**src/rtl/wb_queue.sv**
```systemverilog
// wb_queue: write-back buffer for the pipelined datapath.
// Producers hand in register write-back requests through a valid/ready
// handshake. The requests are held in order in a small circular FIFO and
// drained into the register file's single write port, one entry per cycle.
// Forwarding lookups on the two read addresses return the youngest queued
// value, so readers see writes that have not yet reached the register file.
// Optional feature macro: WBQ_BYPASS_EN. When it is defined, a request that
// arrives at an empty queue drives the write port in the same cycle and is
// never stored.
module wb_queue #(
    parameter int DEPTH = 4,
    parameter int DW    = 32,
    parameter int AW    = 5
) (
    input  logic                    clk,
    input  logic                    rst,
    input  logic                    in_valid,
    output logic                    in_ready,
    input  logic [AW-1:0]           in_reg,
    input  logic signed [DW-1:0]    in_data,
    input  logic                    flush,
    output logic                    regWrite,
    output logic [AW-1:0]           writeR,
    output logic signed [DW-1:0]    writeD,
    input  logic [AW-1:0]           readR1,
    input  logic [AW-1:0]           readR2,
    output logic                    fwd1_hit,
    output logic signed [DW-1:0]    fwd1_data,
    output logic                    fwd2_hit,
    output logic signed [DW-1:0]    fwd2_data,
    output logic [$clog2(DEPTH):0]  count
);

    localparam int PW = $clog2(DEPTH);
    localparam int CW = PW + 1;

    logic [AW-1:0]        entry_reg  [DEPTH];
    logic signed [DW-1:0] entry_data [DEPTH];
    logic [PW-1:0]        rd_ptr;
    logic [PW-1:0]        wr_ptr;

    logic bypass;
    logic accept;
    logic push;
    logic pop;

`ifdef WBQ_BYPASS_EN
    assign bypass = (count == '0) && in_valid && (in_reg != '0);
`else
    assign bypass = 1'b0;
`endif

    // A full queue refuses new requests even while its head is draining.
    // Writes to register 0 are accepted but dropped, because r0 is hardwired.
    // The head is always popped, since the register file takes one write
    // every cycle.
    assign in_ready = (count != CW'(DEPTH));
    assign accept   = in_valid && in_ready;
    assign push     = accept && (in_reg != '0) && !bypass;
    assign pop      = (count != '0);

    // Pointer and occupancy bookkeeping. Flush outranks both accept and pop.
    always_ff @(posedge clk) begin
        if (!rst) begin
            rd_ptr <= '0;
            wr_ptr <= '0;
            count  <= '0;
        end else if (flush) begin
            rd_ptr <= '0;
            wr_ptr <= '0;
            count  <= '0;
        end else begin
            if (push) begin
                wr_ptr <= wr_ptr + 1'b1;
            end
            if (pop) begin
                rd_ptr <= rd_ptr + 1'b1;
            end
            count <= count + CW'(push) - CW'(pop);
        end
    end

    // The entry storage needs no reset: count alone says which slots are live.
    always_ff @(posedge clk) begin
        if (rst && !flush && push) begin
            entry_reg[wr_ptr]  <= in_reg;
            entry_data[wr_ptr] <= in_data;
        end
    end

    // The write port presents the head entry, or the bypassed request when that feature is built in.
    always_comb begin
        regWrite = 1'b0;
        writeR   = '0;
        writeD   = '0;
        if (count != '0) begin
            regWrite = 1'b1;
            writeR   = entry_reg[rd_ptr];
            writeD   = entry_data[rd_ptr];
        end else if (bypass) begin
            regWrite = 1'b1;
            writeR   = in_reg;
            writeD   = in_data;
        end
    end

    // The scan runs from the oldest entry to the newest, so the last match is the youngest one.
    function automatic logic [DW:0] lookup(input logic [AW-1:0] addr);
        logic          hit;
        logic [DW-1:0] data;
        logic [PW-1:0] idx;
        hit  = 1'b0;
        data = '0;
        for (int k = 0; k < DEPTH; k++) begin
            idx = rd_ptr + PW'(k);
            if ((CW'(k) < count) && (addr != '0) && (entry_reg[idx] == addr)) begin
                hit  = 1'b1;
                data = entry_data[idx];
            end
        end
        return {hit, data};
    endfunction

    // Forwarding lookup for read port 1.
    always_comb begin
        {fwd1_hit, fwd1_data} = lookup(readR1);
    end

    // Forwarding lookup for read port 2.
    always_comb begin
        {fwd2_hit, fwd2_data} = lookup(readR2);
    end

endmodule
```
**config.mk**
```make
export PLATFORM = sky130hd
export DESIGN_NAME = wb_queue
export DESIGN_NICKNAME = d
export VERILOG_FILES = /design/src/rtl/wb_queue.sv
export SDC_FILE = /design/constraint.sdc
export NUM_CORES = 1
export LEC_CHECK = 0
export CORE_MARGIN = 8
export CORE_UTILIZATION = 51
export DETAILED_ROUTE_END_ITERATION = 7
export PLACE_DENSITY = 0.78
export REMOVE_ABC_BUFFERS = 1
export SLEW_MARGIN = 20
export SYNTH_ARGS = -nofsm -noshare
export SYNTH_HDL_FRONTEND = slang
export SYNTH_SLANG_ARGS = --single-unit
```
**constraint.sdc**
```tcl
create_clock -name clk -period 2.68 [get_ports clk]
set_clock_uncertainty 0.05 [all_clocks]
set_input_delay 0.268 -clock clk [delete_from_list [all_inputs] [get_ports clk]]
set_output_delay 0.268 -clock clk [all_outputs]
set_load 0.03 [all_outputs]
```
==> flow_metrics.tcl <==
set metrics [dict create \
    fmax_mhz 268 \
    overflow 0 \
    synthFlopType "edfxtp_1" \
    hpwl_mm 24.5 \
    hold_end "entry_data[1][21]" \
    synth_area_mm2 0.0114 \
    worst_setup_path_end_kind "output pin" \
    holdWs_ps 416 \
    r2r-start "count[0]" \
    reg2reg_to "count[2]" \
    synthCells 879 \
    fin_ws_ps -1050 \
    regToRegSetupSlack_ps 550 \
    clk_path_buf_depth 2 \
    fillers 1105 \
    rows 54 \
    highest_layer "met5" \
    antenna_found_initial 1 \
    powerDensity_mw_per_mm2 655 \
    area_delta_synth_final_pct 50.4 \
    clkSinkCount 157 \
    hold_buffers 0 \
    clockPowerShare_pct 22.0 \
    power.leakage_nw 5.68 \
    hold_viol_final 0 \
    synthArstFlopShare_pct 0 \
    seq_area_frac_synth_pct 40.6 \
    vias 10501 \
    synth_area_per_cell_um2 13.0 \
    finalCritPeriodShare_pct 139 \
    rsz0062_at_grt "yes" \
    diodes 0 \
    routedWlPerCell_um 29.7 \
    holdPathStages 1 \
    route.met3.wl_mm 5.13 \
    worst_ir_drop_vdd_uv 562 \
    grt_pass1_wl_mm 59.5 \
    synth_edf_count 148 \
    min_from "in_data[21]" \
    start_util_pct 52.1 \
    switching_share_pct 38.2 \
    core_mm2 0.0219 \
    clockRootBuffer "clkbuf_16" \
    violations "setup timing" \
    finalSetupViolations 66 \
    drt-total-wl_mm 43.3 \
    ant_nets 0 \
    drtIter0Drc 1437 \
    yosysWarningCount 0 \
    post-route-drc-count 0 \
    drive_gt1_share_pct 55.7 \
    reg2reg_depth 11 \
    cp-start-kind "register" \
    die_width_um 165 \
    die_h_um 165 \
    numCtsBuffers 17 \
    p_switching_w 0.00429 \
    wl_met1_mm 14.5 \
    io_buffers 158 \
    num_io_pins 159 \
    largest_register_ffs 128 \
    synth_seq_cells 157 \
    cp_data_required_time_ps 2360 \
    gp_congestion 0.907 \
    seqPwrFrac_pct 25.4 \
    tritoncts "done" \
    met2_wirelength_mm 21.1 \
    grt_max_degree 54 \
    grt_usage_pct 28.6 \
    worstPathArrival_ps 3410 \
    outcome "finished, violations left" \
    h-tree-depth 4 \
    drv_cap 0 \
    die-area_mm2 0.0274 \
    grt_pass1_vias 10501 \
    p_comb_share_pct 52.6 \
    path_class "reg2out" \
    p_int_w 0.00694 \
    fin_crit_ps 3730 \
    crit_path_max_fanout 6 \
    hp-class "in2reg" \
    maxSlewHeadroom_pct 40.3 \
    maxSlewViolCount 0 \
    final_cell_mix "195 x buf_4, 148 x edfxtp_1, 142 x mux4_2" \
    synth_cell_types 46 \
    dr.pass1.iters 5 \
    nNetsFinal 1224 \
    tns_ps -59920 \
    final_common_cell "buf_4" \
    worst_pin_slew_ps 895 \
    clk_pin_slew_ps 60 \
    clock_latency_ps 430 \
    vias_per_cell 7.21 \
]
-- worst max-delay path by stage --
stage               startpoint             to  slack, ps
2_1_floorplan        rd_ptr[0]   fwd2_data[0]      -6380
3_3_place_gp         rd_ptr[0]  fwd1_data[29]       -830
3_5_place_dp         rd_ptr[0]  fwd1_data[29]       -860
4_1_cts              rd_ptr[0]  fwd2_data[18]       -900
5_1_grt        entry_reg[3][2]  fwd2_data[11]      -1100
6_report       entry_reg[3][3]  fwd1_data[16]      -1050
-- worst max-delay path, cell delays in order, from the launching register on --
cell      delay (ps)
edfxtp_1         400
buf_4            150
mux4_2           490
xor2_1           170
or4_4            590
or2_4            390
buf_12           190
a31oi_2          180
a211oi_2         130
buf_4            160
buf_6            130
-- cell type report --
| type | instances | area [um^2] | area share (%) |
|---|---|---|---|
| Clock inverter | 13 | 165 | 0.964 |
| Multi-Input combinational cell | 621 | 7870 | 45.9 |
| Clock buffer | 18 | 429 | 2.50 |
| Sequential cell | 157 | 4640 | 27.1 |
| Tap cell | 280 | 350 | 2.04 |
| Timing Repair Buffer | 356 | 3650 | 21.3 |
| Inverter | 11 | 41.3 | 0.241 |
-- kinds of logic (layout without fill, tap and decap cells) --
logic type	after synthesis	count (layout)	share of synthesized area (%)
DFF	157	157	40.6
muxes	182	182	31.6
xor gates and xnor gates	39	39	3.00
buffers and inverters	103	398	4.03
adders and majority gates	9	9	1.05
and+or+nand+nor	275	277	12.4
AOI/OAI and AO/OA	114	114	7.30
-- synth_stat cells (2+ instances only) --
master / instances / area (um^2)
nor2b_1: 2 / 12.5
o211ai_1: 5 / 37.5
nor3b_1: 31 / 233
nand4_1: 7 / 43.8
dfxtp_1: 9 / 180
nand2b_1: 3 / 18.8
inv_1: 10 / 37.5
a21oi_1: 5 / 25.0
xnor2_1: 36 / 315
nand2_1: 69 / 259
o221ai_1: 26 / 228
nor4_1: 3 / 18.8
a211oi_1: 37 / 278
a31oi_1: 31 / 194
buf_2: 21 / 105
nor2_1: 53 / 199
nand3b_1: 4 / 30.0
nor3_1: 40 / 200
buf_6: 4 / 45.0
nand3_1: 9 / 45.0
o21ai_0: 3 / 15.0
or2_2: 4 / 25.0
o21ai_1: 2 / 10.0
and2_1: 43 / 269
buf_1: 11 / 41.3
mux2_2: 4 / 45.0
clkbuf_1: 51 / 191
buf_4: 4 / 30.0
xor2_1: 3 / 26.3
ha_1: 8 / 100
edfxtp_1: 148 / 4440
or4_1: 3 / 22.5
mux4_2: 142 / 3200
mux2i_1: 36 / 360
-- routing by layer --
layer / track usage [%] / vias to the layer above
li1: - / 4134
met1: 34.5 / 5225
met4: 14.4 / 2
met2: 47.5 / 904
met5: 0 / -
met3: 6.59 / 236
-- power groups by stage --
| stage | clock [W] | sequential (W) | combinational, W |
|---|---|---|---|
| floorplan | 0 | 0.00321 | 0.00290 |
| global placement | 0 | 0.00289 | 0.00502 |
| detailed placement | 0 | 0.00289 | 0.00507 |
| CTS | 0.00244 | 0.00285 | 0.00543 |
| global route | 0.00256 | 0.00286 | 0.00619 |
| finish | 0.00247 | 0.00285 | 0.00591 |
-- repair_timing --
action	in CTS	in global routing
pin swaps	46	38
setup buffers	26	28
cloned	8	3
resized for setup	214	125
endpoints found under the setup margin	86	79
-- stage by stage --
stage               setup slack (ps)  instances  util, %  cell area [um^2]  total power [W]
CTS                             -897       1427     73.4             16100           0.0107
finish                         -1050       1456     78.3             17100           0.0112
floorplan                      -6380        787        -             11000          0.00611
detailed placement              -861       1365     64.4             14100          0.00797
global placement                -833       1365     64.4             14100          0.00791
global route                   -1100       1456     78.3             17100           0.0116
(Power assumes the default switching activity.)
